### config.mk
export PLATFORM = sky130hd
export DESIGN_NAME = mine_placer
export DESIGN_NICKNAME = d
export VERILOG_FILES = /design/src/rtl/minesweeper_pkg.sv /design/src/rtl/mine_safe_check.sv /design/src/rtl/mine_placer.sv
export SDC_FILE = /design/constraint.sdc
export NUM_CORES = 1
export LEC_CHECK = 0
export BUFFER_PORTS_ARGS = -buffer_cell sky130_fd_sc_hd__buf_2
export CAP_MARGIN = 20
export CELL_PAD_IN_SITES_DETAIL_PLACEMENT = 1
export CELL_PAD_IN_SITES_GLOBAL_PLACEMENT = 2
export CORE_MARGIN = 5
export CORE_UTILIZATION = 35
export CTS_BUF_LIST = sky130_fd_sc_hd__clkbuf_4
export CTS_CLUSTER_DIAMETER = 200
export DETAILED_ROUTE_END_ITERATION = 16
export HOLD_SLACK_MARGIN = 0.1
export PLACE_DENSITY_LB_ADDON = 0.15
export SYNTH_ARGS = -nofsm -noshare
export SYNTH_HDL_FRONTEND = slang
export SYNTH_SLANG_ARGS = --single-unit
### constraint.sdc
create_clock -name clk -period 3.62 [get_ports clk]
set_input_delay 0.362 -clock clk [delete_from_list [all_inputs] [get_ports clk]]
set_output_delay 0.362 -clock clk [all_outputs]
set_load 0.02 [all_outputs]
### src/rtl/minesweeper_pkg.sv
// Shared definitions for the minesweeper board logic: placer FSM states and
// default board geometry / mine count.
package minesweeper_pkg;

  typedef enum logic [1:0] {
    ST_IDLE  = 2'd0,
    ST_CLEAR = 2'd1,
    ST_PLACE = 2'd2,
    ST_DONE  = 2'd3
  } placer_state_e;

  localparam int DEF_ROW_BITS = 4;
  localparam int DEF_COL_BITS = 4;
  localparam int DEF_MINES    = 40;

endpackage

### src/rtl/mine_safe_check.sv
// Combinational test of whether a candidate cell lies in the region around
// the first click that must stay mine-free.
// MINE_PLACER_SAFE_ZONE_EN: when defined the region is the 3x3 block around
// the click, clipped at the board edges; otherwise only the clicked cell.
module mine_safe_check #(
  parameter int ROW_BITS = 4,
  parameter int COL_BITS = 4
) (
  input  logic [ROW_BITS-1:0] cand_row,
  input  logic [COL_BITS-1:0] cand_col,
  input  logic [ROW_BITS-1:0] safe_row,
  input  logic [COL_BITS-1:0] safe_col,
  output logic                in_safe
);

`ifdef MINE_PLACER_SAFE_ZONE_EN
  logic row_near;
  logic col_near;

  // Neighbour tests are guarded at each edge so a border cell never reaches across the board
  always_comb begin
    row_near = (cand_row == safe_row)
            || ((safe_row != {ROW_BITS{1'b1}}) && (cand_row == safe_row + ROW_BITS'(1)))
            || ((safe_row != '0) && (cand_row == safe_row - ROW_BITS'(1)));
    col_near = (cand_col == safe_col)
            || ((safe_col != {COL_BITS{1'b1}}) && (cand_col == safe_col + COL_BITS'(1)))
            || ((safe_col != '0) && (cand_col == safe_col - COL_BITS'(1)));
    in_safe  = row_near && col_near;
  end
`else
  // Only the clicked cell itself is protected
  always_comb begin
    in_safe = (cand_row == safe_row) && (cand_col == safe_col);
  end
`endif

endmodule

### src/rtl/mine_placer.sv
// Mine placer: clears the board, then places MINES mines at random cells
// taken from an LFSR stream, skipping duplicates and the first-click region.
// Optional feature macro MINE_PLACER_SAFE_ZONE_EN widens the protected
// region to a 3x3 block (see mine_safe_check).
module mine_placer
  import minesweeper_pkg::*;
#(
  parameter int ROW_BITS = DEF_ROW_BITS,
  parameter int COL_BITS = DEF_COL_BITS,
  parameter int MINES    = DEF_MINES
) (
  input  logic                         clk,
  input  logic                         rst_n,
  input  logic                         start,
  input  logic [ROW_BITS-1:0]          safe_row,
  input  logic [COL_BITS-1:0]          safe_col,
  input  logic                         rnd_valid,
  input  logic [ROW_BITS+COL_BITS-1:0] rnd_data,
  output logic                         rnd_ready,
  output logic                         wr_en,
  output logic [ROW_BITS+COL_BITS-1:0] wr_addr,
  output logic                         wr_mine,
  output logic                         busy,
  output logic                         done,
  output logic [ROW_BITS+COL_BITS-1:0] placed
);

  localparam int IDX_W = ROW_BITS + COL_BITS;
  localparam int CELLS = 1 << IDX_W;

  // Nine cells around the first click must always remain free
  if (MINES > CELLS - 9) begin : g_mines_check
    $error("mine_placer: MINES must not exceed CELLS-9");
  end

  placer_state_e         state_q, state_d;
  logic [IDX_W-1:0]      cnt_q, cnt_d;
  logic [CELLS-1:0]      bitmap_q, bitmap_d;
  logic [IDX_W-1:0]      placed_q, placed_d;
  logic [ROW_BITS-1:0]   safe_row_q, safe_row_d;
  logic [COL_BITS-1:0]   safe_col_q, safe_col_d;
  logic                  wr_en_q, wr_en_d;
  logic [IDX_W-1:0]      wr_addr_q, wr_addr_d;
  logic                  wr_mine_q, wr_mine_d;
  logic                  busy_q, busy_d;
  logic                  done_q, done_d;
  logic                  rnd_ready_q, rnd_ready_d;
  logic                  in_safe;

  mine_safe_check #(
    .ROW_BITS (ROW_BITS),
    .COL_BITS (COL_BITS)
  ) u_safe_check (
    .cand_row (rnd_data[IDX_W-1:COL_BITS]),
    .cand_col (rnd_data[COL_BITS-1:0]),
    .safe_row (safe_row_q),
    .safe_col (safe_col_q),
    .in_safe  (in_safe)
  );

  // Next-state and next-output logic; every output is registered so a mine
  // write appears the cycle after its word is accepted
  always_comb begin
    state_d     = state_q;
    cnt_d       = cnt_q;
    bitmap_d    = bitmap_q;
    placed_d    = placed_q;
    safe_row_d  = safe_row_q;
    safe_col_d  = safe_col_q;
    wr_en_d     = 1'b0;
    wr_addr_d   = wr_addr_q;
    wr_mine_d   = wr_mine_q;
    busy_d      = busy_q;
    done_d      = 1'b0;
    rnd_ready_d = 1'b0;
    case (state_q)
      ST_IDLE: begin
        if (start) begin
          state_d    = ST_CLEAR;
          cnt_d      = '0;
          bitmap_d   = '0;
          placed_d   = '0;
          safe_row_d = safe_row;
          safe_col_d = safe_col;
          wr_en_d    = 1'b1;
          wr_addr_d  = '0;
          wr_mine_d  = 1'b0;
          busy_d     = 1'b1;
        end
      end
      ST_CLEAR: begin
        if (cnt_q == IDX_W'(CELLS - 1)) begin
          if (MINES == 0) begin
            state_d = ST_DONE;
            busy_d  = 1'b0;
            done_d  = 1'b1;
          end else begin
            state_d     = ST_PLACE;
            rnd_ready_d = 1'b1;
          end
        end else begin
          cnt_d     = cnt_q + IDX_W'(1);
          wr_en_d   = 1'b1;
          wr_addr_d = cnt_q + IDX_W'(1);
          wr_mine_d = 1'b0;
        end
      end
      ST_PLACE: begin
        rnd_ready_d = 1'b1;
        if (rnd_valid && rnd_ready_q && !bitmap_q[rnd_data] && !in_safe) begin
          bitmap_d[rnd_data] = 1'b1;
          placed_d           = placed_q + IDX_W'(1);
          wr_en_d            = 1'b1;
          wr_addr_d          = rnd_data;
          wr_mine_d          = 1'b1;
          if (placed_q + IDX_W'(1) == IDX_W'(MINES)) begin
            state_d     = ST_DONE;
            rnd_ready_d = 1'b0;
            busy_d      = 1'b0;
            done_d      = 1'b1;
          end
        end
      end
      ST_DONE: begin
        state_d = ST_IDLE;
      end
      default: begin
        state_d = ST_IDLE;
      end
    endcase
  end

  // State and output registers with asynchronous clear of the whole game
  always_ff @(posedge clk or negedge rst_n) begin
    if (!rst_n) begin
      state_q     <= ST_IDLE;
      cnt_q       <= '0;
      bitmap_q    <= '0;
      placed_q    <= '0;
      safe_row_q  <= '0;
      safe_col_q  <= '0;
      wr_en_q     <= 1'b0;
      wr_addr_q   <= '0;
      wr_mine_q   <= 1'b0;
      busy_q      <= 1'b0;
      done_q      <= 1'b0;
      rnd_ready_q <= 1'b0;
    end else begin
      state_q     <= state_d;
      cnt_q       <= cnt_d;
      bitmap_q    <= bitmap_d;
      placed_q    <= placed_d;
      safe_row_q  <= safe_row_d;
      safe_col_q  <= safe_col_d;
      wr_en_q     <= wr_en_d;
      wr_addr_q   <= wr_addr_d;
      wr_mine_q   <= wr_mine_d;
      busy_q      <= busy_d;
      done_q      <= done_d;
      rnd_ready_q <= rnd_ready_d;
    end
  end

  assign rnd_ready = rnd_ready_q;
  assign wr_en     = wr_en_q;
  assign wr_addr   = wr_addr_q;
  assign wr_mine   = wr_mine_q;
  assign busy      = busy_q;
  assign done      = done_q;
  assign placed    = placed_q;

endmodule

==> results of run 1 <==
metrics by stage:
| stage | total power (W) | worst slack [ns] | area, um2 |
|---|---|---|---|
| after floorplan | 0.00569 | 0.696 | 14300 |
| after global placement | 0.00658 | 0.161 | 15300 |
| after detailed placement | 0.00663 | 0.177 | 15400 |
| after CTS | 0.00994 | 0.649 | 16600 |
| after global routing | 0.0104 | 0.521 | 16600 |
| final | 0.00976 | 0.710 | 16600 |
power breakdown:
part	internal, W	total, W	switching, W
registers	0.00376	0.00407	0.000309
logic	0.000854	0.00248	0.00163
clock network	0.00170	0.00321	0.00151
total	0.00631	0.00976	0.00345
state kept, by name (all words and copies together) (netlist names):
signal / flops
wr_en: 1
done: 1
bitmap_q: 256
cnt_q: 8
wr_addr: 8
state_q: 2
wr_mine: 1
rnd_ready: 1
busy: 1
safe_row_q: 4
safe_col_q: 4
placed: 8
metal layers:
metal / up-vias / global-route usage / part of all wire
met5: - / 0 / 0
met3: 61 / 0.0466 / 0.040
li1: 5254 / - / -
met4: 0 / 0.0555 / 0.017
met2: 207 / 0.356 / 0.49
met1: 5857 / 0.298 / 0.46
final timing paths:
path / start / endpoint / slack (ns) / depth (start not counted)
min reg2reg: bitmap_q[105] / bitmap_q[105] / 0.47 / 2
min: rnd_data[0] / wr_addr[0] / 0.22 / 4
max: state_q[1] / bitmap_q[197] / 0.71 / 8
max in group asynchronous: rst_n / bitmap_q[89] / 1.59 / 4
min in group asynchronous: rst_n / bitmap_q[112] / 0.64 / 3
max reg2reg: state_q[1] / bitmap_q[197] / 0.71 / 8
final cells by class:
class | instances | area, um2 | share of cell area
sequential | 295 | 7380 | 0.445
antenna | 3 | 7.51 | 0.000452
clock inverter | 34 | 160 | 0.00965
inverter | 16 | 60.1 | 0.00362
tap | 532 | 666 | 0.0401
timing repair buffer | 112 | 996 | 0.0600
multi-input combinational | 990 | 6370 | 0.384
clock buffer | 128 | 961 | 0.0579
cell usage in the layout, fill, tap and decap left out, types with 5 or more instances in the layout:
cell type / n
buf_12: 17
ha_1: 8
o21ai_1: 20
buf_4: 44
nor2b_1: 13
nand4_1: 5
o21ai_0: 228
a31oi_1: 5
nor2_1: 53
o211ai_1: 5
buf_2: 38
dfrtp_1: 295
a21oi_1: 12
xor2_1: 11
nand2_1: 325
mux4_2: 52
nand2b_1: 13
and2_1: 6
nand3_1: 31
inv_1: 15
and3_1: 14
clkbuf_4: 128
o2111ai_1: 7
dlygate4sd3_1: 12
clkinv_1: 29
a22oi_1: 18
o31ai_1: 15
nor3_1: 20
mux2i_1: 29
a32o_1: 21
a22o_1: 7
mux2_2: 17
what timing repair did:
action                                 CTS  global route
endpoints found under the hold margin  156             0
hold buffers                            12             0
setup endpoints to repair                0             0
resized for setup                        0             0
logic make-up after synthesis:
family          count (synthesis)  share of synthesized area
flops                         295                      0.517
xor+xnor                       14                    0.00859
compound gates                363                      0.157
fa+ha+maj                       8                    0.00701
simple gates                  507                      0.157
mux                            98                      0.116
buf+inv                       112                     0.0382
critical path, stage by stage (launching register included):
cell and delay, ns:
dfrtp_1 0.43, inv_1 0.11, ha_1 0.33, nand2b_1 0.41, nand2_1 0.48, or2_2 0.53, inv_1 0.10, nand2_2 0.17
o21ai_0 0.22
==> results.yml, run 1 <==
placement:
  io_buffer_count: 40
  gp_congestion: 0.810
  dp.cells: 1933
  hpwl_um: 32000
timing:
  fin_hold_ws_ns: 0.218
  max_slew_margin: 0.285
  report.final.hold_viol_count: 0
  clock-skew-final_ns: 0.0539
  slew_violations: 0
  setup-violations-final: 0
  period_share: 0.804
  rsz0062_at_grt: "false"
  fmax_mhz: 344
  fin_crit_ns: 2.91
  worst_pin_slew_ns: 1.07
  fin_tns_setup_ns: 0
worst_setup_path:
  cp-start-kind: "flop"
  cp.arrival_ns: 3.61
  critPathRequiredTime_ns: 4.32
  worstPathMaxFanout: 13
  crit_type: "flop to flop"
  setup.worst_path.end_class: "flop"
floorplan:
  die-width_um: 212
  initial_core_util: 0.352
  fp.dieH_um: 212
  ios: 41
  rows: 74
  die_area_um2: 44900
  core_area_um2: 40600
drt:
  drc: 0
  wirelength_um: 47600
  ant_nets: 0
  drt_first_iter_violations: 594
  vias: 11400
  wl_per_cell_um: 22.6
  viasPerCell: 5.39
  dr.pass1.iters: 5
power_and_ir_drop:
  p_leak_nw: 7.30
  ir_worst_vdd_uv: 296
  powerDensity_nw_per_um2: 588
synthesis:
  synth_edf_count: 0
  synth.distinct_cells: 68
  synth_cells: 1397
  ys_seq_area_frac: 0.517
  synth_area_um2: 14300
  yosysTopAreaCell: "dfrtp_1"
  yosys_most_used_dff: "dfrtp_1"
  synth_fp_nets: 1425
  avgSynthCellArea_um2: 10.2
  synth_most_common_cell: "nand2_1"
  ys_seq_elements: 295
  ys_warn_count: 0
  synth_area_leaders: "dfrtp_1 52%, nand2_1 8.5%, mux4_2 8.2%"
  synth_commonest_cells: "325 x nand2_1, 295 x dfrtp_1, 228 x o21ai_0"
  async_flop_share: 1.00
  synth_top_area_share: 0.517
run_status:
  status: "completed"
finish:
  area_delta_synth_final_pct: 16.2
  instances_no_fill: 2110
  fill_cells: 4602
  fin_util: 0.409
  nets: 1532
  layout-drive-gt1-share: 0.206
cts:
  htreeDepth: 3
  post-cts-setup-buffer-count: 0
  clockRootBuffer: "clkbuf_4"
  clockBufferDepth: 3
  tritoncts: "built"
  insertion_delay_ns: 0.82
  path_clk_slew_ns: 0.06
  cts_sinks: 295
  cts-buffers-inserted: 89
grt:
  grt_max_degree: 150
  grt_use_total: 0.218
  grt_pass1_wl_um: 75700
  antenna_found_initial: 3
  grt-ovfl-total: 0
  grt_pass1_vias: 12500
min_path:
  min_path_type: "input port to flop"
run:
  drv_cap: 0
(Power assumes the default switching activity.)
==> run 2: changes to the inputs <==
- ABC_AREA: unset -> 1
- clock period: 3.62 -> 2.3 ns (I/O delays scaled with it)
==> results.yml, run 2 <==
synthesis:
  synth_area_leaders: "dfrtp_1 40%, nand2_1 22%, o2111ai_1 12%"
  synth_edf_count: 0
  synth_fp_nets: 2575
  ys_warn_count: 0
  ys_seq_area_frac: 0.401
  synth.distinct_cells: 31
  avgSynthCellArea_um2: 7.23
  synth_top_area_share: 0.401
  synth_most_common_cell: "nand2_1"
  async_flop_share: 1.00
  synth_area_um2: 18400
  yosysTopAreaCell: "dfrtp_1"
  yosys_most_used_dff: "dfrtp_1"
  synth_commonest_cells: "1100 x nand2_1, 295 x dfrtp_1, 256 x o2111ai_1"
  ys_seq_elements: 295
  synth_cells: 2547
drt:
  wl_met1_um: 36100
  wl_met2_um: 36700
  wl_per_cell_um: 22.6
  ant_nets: 0
  viasPerCell: 5.61
  dr.pass1.iters: 5
  topRoutingLayerUsed: "met4"
  vias: 19700
  drc: 0
  drt_first_iter_violations: 1378
  wl_met3_um: 3820
  wirelength_um: 79400
finish:
  final_common_cell: "nand2_1"
  layout-drive-gt1-share: 0.218
  final_cell_mix: "990 x nand2_1, 295 x dfrtp_1, 250 x o2111ai_1, 180 x buf_4, 154 x o21bai_1"
  top_register: "bitmap_q"
  largest_register_ff_count: 256
  design_area_um2: 23600
  nets: 2783
  area_delta_synth_final_pct: 28.0
grt:
  antenna_found_initial: 1
  grt_pass1_wl_um: 121000
  grt_pass1_vias: 20400
  grt-ovfl-total: 0
  grt_use_total: 0.267
  grt_max_degree: 169
min_path:
  min_to: "safe_row_q[1]"
  hold_start: "safe_row[1]"
  min_path_type: "input port to flop"
  holdPathStages: 4
floorplan:
  die-width_um: 239
  core_area_um2: 52300
  initial_core_util: 0.352
  rows: 84
  ios: 41
  die_area_um2: 57300
  fp.dieH_um: 239
cts:
  cts_sinks: 295
  path_clk_slew_ns: 0.07
  htreeDepth: 3
  tritoncts: "built"
  clockBufferDepth: 3
  clockRootBuffer: "clkbuf_4"
  cts-buffers-inserted: 92
  insertion_delay_ns: 0.85
worst_setup_path:
  worstPathMaxFanout: 8
  r2r-start: "bitmap_q[253]"
  setup.worst_path.end_class: "flop"
  critPathRequiredTime_ns: 3.05
  critPathLaunch: "bitmap_q[253]"
  rrSetupSlack_ns: -0.08
  r2r_end: "bitmap_q[35]"
  r2r_cells: 18
  cp.arrival_ns: 3.13
  crit_type: "flop to flop"
  cp-start-kind: "flop"
power_and_ir_drop:
  power.total_w: 0.0194
  powerDensity_nw_per_um2: 822
  p_leak_nw: 11.6
  ir_worst_vdd_uv: 663
run_status:
  status: "finished with violations"
  violations: "setup timing"
placement:
  hpwl_um: 46200
  io_buffer_count: 40
  gp_congestion: 0.830
  placed_area_um2: 20800
timing:
  report.final.hold_viol_count: 0
  worst_pin_slew_ns: 1.26
  fin_ws_ns: -0.0793
  fmax_mhz: 420
  max_slew_margin: 0.160
  clock-skew-final_ns: 0.0476
  fin_crit_ns: 2.38
  period_share: 1.03
  slew_violations: 0
  setup-violations-final: 161
  rsz0062_at_grt: "true"
run:
  drv_cap: 0
## run 2: cell types whose count changed in the layout (fill, tap and decap cells not counted), moves of 20 or more
cell and change:
a32o_1 -21, buf_12 +36, buf_4 +136, inv_1 +123, mux2i_1 -29, mux4_2 -52, nand2_1 +665, nand2_2 +102
nand3_1 -22, nor2_1 +20, o2111ai_1 +243, o21ai_0 -95, o21ai_1 +34, o21bai_1 +154
## run 2: layout make-up
type,instances,area [um2]
well taps,688,861
fillers,6411,28700
diodes,3,7.51
repair buffers,340,3760
flip-flops and latches,295,7380
clock buffers,128,961
clock inverters,31,146
inverters,148,563
multi-input cells,1878,9910
## run 2: worst max path at each step
stage / cells after the start / slack (ns) / to
final: 18 / -0.08 / bitmap_q[35]
after global placement: 20 / -0.58 / bitmap_q[100]
after floorplan: 21 / 0.17 / placed[4]
after CTS: 19 / -0.07 / bitmap_q[170]
after global routing: 18 / -0.20 / bitmap_q[32]
after detailed placement: 20 / -0.63 / bitmap_q[53]
## run 2: repair_timing
item                                    CTS  global route
endpoints found under the setup margin  270           287
hold buffers                             25             0
setup buffers                            12            12
resized for setup                        47           155
gates cloned                              6            20
hold endpoints to repair                408             0
pin swaps                                47            75
## run 2: logic make-up after synthesis
kind of cell,count (synthesis),synth area share
AO/OA/AOI/OAI,640,0.247
XOR/XNOR,12,0.00570
adder cells (fa/ha/maj),8,0.00543
buffers and inverters,374,0.0883
flip-flops,295,0.401
AND/OR/NAND/NOR,1218,0.253
## run 2: through the flow
stage	hold slack [ns]	utilization	cells	setup TNS (ns)	worst slack (ns)
3_5_place_dp	0.211	0.398	3277	-152.35	-0.625
2_1_floorplan	-0.0656	-	2547	0	0.166
3_3_place_gp	0.204	0.398	3277	-141.38	-0.576
6_report	0.245	0.451	3511	-4.06	-0.0793
5_1_grt	0.230	0.451	3509	-37.85	-0.197
4_1_cts	0.110	0.432	3478	-3.91	-0.0703
## run 2: report_power, final
part,leakage [nW],switching [W],internal (W),total (W)
Clock,0.668,0.00264,0.00266,0.00530
Sequential,4.10,0.000135,0.00538,0.00551
Combinational,6.79,0.00575,0.00283,0.00858
## run 2: per-layer routing
metal  up-vias  track usage
met2       461        0.419
li1       9063            -
met4         0        0.106
met1     10000        0.370
met3       149       0.0440
met5         -            0
## run 2: critical path: stages, from the launching register on
cell	delay, ns
dfrtp_1	0.39
nand2_1	0.09
o21ai_2	0.06
nand2_1	0.09
nand2_1	0.06
nand2_1	0.09
nand2_2	0.07
o21ai_2	0.17
nand2_1	0.10
nand2_2	0.10
nand2_2	0.08
inv_2	0.05
nand2_2	0.06
nor2_4	0.17
buf_12	0.17
buf_12	0.15
buf_6	0.16
o2111ai_1	0.11
nand2_1	0.11
==> run 3: changes to the inputs <==
- clock period: 2.3 -> 2.4 ns (I/O delays scaled with it)
==> results.yml, run 3 (same netlist as run 2, synthesis figures left out) <==
run_status:
  status: "finished with violations"
  violations: "setup timing"
timing:
  fmax_mhz: 416
  setup-violations-final: 2
  fin_ws_ns: -0.00487
  clock-skew-final_ns: 0.0440
  max_slew_margin: 0.169
  worst_pin_slew_ns: 1.25
  fin_crit_ns: 2.40
  report.final.hold_viol_count: 0
  period_share: 1.00
  fin_tns_setup_ns: -0.00616
  slew_violations: 0
  rsz0062_at_grt: "true"
worst_setup_path:
  path_cells: "nand2_1, o21ai_1, nand2_1, nand2_2, nand2_1, nand2_1, o21ai_4, nand2_2, buf_4, o21ai_2, nand2_2, nor2_4, buf_8, buf_4, buf_4, o2111ai_1, nand2_1"
  r2r-start: "bitmap_q[105]"
  crit_type: "flop to flop"
  cp.depth: 17
  setup.worst_path.end_class: "flop"
  critPathLaunch: "bitmap_q[105]"
  r2r_end: "bitmap_q[193]"
  cp_common_cell: "nand2_1"
  cp.arrival_ns: 3.20
  r2r_cells: 17
  max_stage_delay_ns: 0.38
  crit_family: "simple AND/OR/NAND/NOR gates"
  critPathRequiredTime_ns: 3.19
  path_buf_inv: 4
  crit_path_end: "bitmap_q[193]"
  rrSetupSlack_ns: -0.005
  cp-start-kind: "flop"
  worstPathMaxFanout: 6
  slowest_stage: "dfrtp_1"
drt:
  ant_nets: 0
  vias: 19400
  viasPerCell: 5.64
  dr.pass1.iters: 5
  drt_first_iter_violations: 1155
  wirelength_um: 78000
  wl_per_cell_um: 22.7
  drc: 0
grt:
  grt_use_total: 0.265
  met2_usage: 0.421
  antenna_found_initial: 3
  grt_pass1_wl_um: 121000
  grt-ovfl-total: 0
  grt_max_degree: 186
  grt_pass1_vias: 20300
  grt-busiest-layer: "met2"
  gr-usage-met3: 0.0532
  met1_usage: 0.359
power_and_ir_drop:
  powerDensity_nw_per_um2: 805
  intPower_w: 0.0102
  p_clk_frac: 0.286
  p_switching_w: 0.00789
  p_sw_frac: 0.436
  seq_power_share: 0.292
  p_comb_frac: 0.421
  ir_worst_vdd_uv: 898
  p_leak_nw: 11.0
finish:
  final_cell_mix: "1051 x nand2_1, 295 x dfrtp_1, 253 x o2111ai_1, 154 x o21bai_1, 141 x inv_1"
  top_register: "bitmap_q"
  instances_no_fill: 3434
  design_area_um2: 22500
  fill_cells: 6527
  largest_register_ff_count: 256
  layout-drive-gt1-share: 0.168
  area_delta_synth_final_pct: 22.1
  nets: 2709
  final_common_cell: "nand2_1"
run:
  drv_cap: 0
placement:
  placed_area_um2: 20400
  hpwl_um: 45300
  dp.cells: 3224
  gp_congestion: 0.829
  io_buffer_count: 40
cts:
  insertion_delay_ns: 0.86
  tritoncts: "built"
  cts-buffers-inserted: 95
  path_clk_slew_ns: 0.06
  clockRootBuffer: "clkbuf_4"
  clockBufferDepth: 3
  htreeDepth: 3
  cts_sinks: 295
min_path:
  min_path_type: "input port to flop"
floorplan:
  core_area_um2: 52300
  initial_core_util: 0.352
  rows: 84
  ios: 41
  die-width_um: 239
  die_area_um2: 57300
  fp.dieH_um: 239
## run 3: worst min-delay path by stage
stage | cells past startpoint | startpoint | to | slack, ns
after detailed placement | 1 | rst_n | bitmap_q[174] | 0.22
final | 6 | rnd_data[1] | wr_addr[1] | 0.21
after global placement | 1 | rst_n | bitmap_q[174] | 0.21
after CTS | 6 | rnd_data[1] | wr_addr[1] | 0.11
after global routing | 6 | rnd_data[1] | wr_addr[1] | 0.18
after floorplan | 0 | rst_n | bitmap_q[0] | -0.06
## run 3: repair_timing
action	CTS	global route
gates cloned	2	11
hold buffers	26	0
resized for setup	13	89
buffers inserted	1	9
hold endpoints to repair	319	0
setup endpoints to repair	261	286
pin swaps	2	24
## run 3: area by class of cell
class | instances | area [um2] | share of cell area
Antenna cell | 5 | 12.5 | 0.000556
Clock buffer | 137 | 1030 | 0.0457
Clock inverter | 20 | 101 | 0.00451
Inverter | 148 | 563 | 0.0250
Multi-Input combinational cell | 1878 | 9660 | 0.429
Sequential cell | 295 | 7380 | 0.328
Tap cell | 688 | 861 | 0.0383
Timing Repair Buffer | 263 | 2890 | 0.128
## run 3: metal layers
metal	part of all wire	vias up	wire length [um]
met4	0.033	0	2570
li1	-	8887	-
met3	0.054	179	4220
met1	0.45	9786	35100
met2	0.46	524	36100
met5	0	-	0
## run 3: metrics by stage
stage | setup slack (ns) | hold slack [ns] | util | power [W]
after CTS | -0.00648 | 0.112 | 0.418 | 0.0174
after global routing | -0.184 | 0.176 | 0.430 | 0.0190
after floorplan | 0.256 | -0.0556 | - | 0.00910
final | -0.00487 | 0.205 | 0.430 | 0.0181
after global placement | -0.515 | 0.210 | 0.389 | 0.0119
after detailed placement | -0.537 | 0.215 | 0.389 | 0.0119
## run 3: power groups by stage
stage          Combinational, W  Clock, W  Sequential, W
2_1_floorplan           0.00366         0        0.00544
5_1_grt                 0.00802   0.00563        0.00531
6_report                0.00763   0.00519        0.00529
3_3_place_gp            0.00658         0        0.00536
3_5_place_dp            0.00657         0        0.00537
4_1_cts                 0.00671   0.00536        0.00528
## run 3: worst register-to-register path, stage by stage (launching register included)
cell       delay [ns]
dfrtp_1          0.38
nand2_1          0.08
o21ai_1          0.09
nand2_1          0.10
nand2_2          0.07
nand2_1          0.06
nand2_1          0.08
o21ai_4          0.17
nand2_2          0.10
buf_4            0.15
o21ai_2          0.11
nand2_2          0.07
nor2_4           0.21
buf_8            0.20
buf_4            0.16
buf_4            0.13
o2111ai_1        0.09
nand2_1          0.12
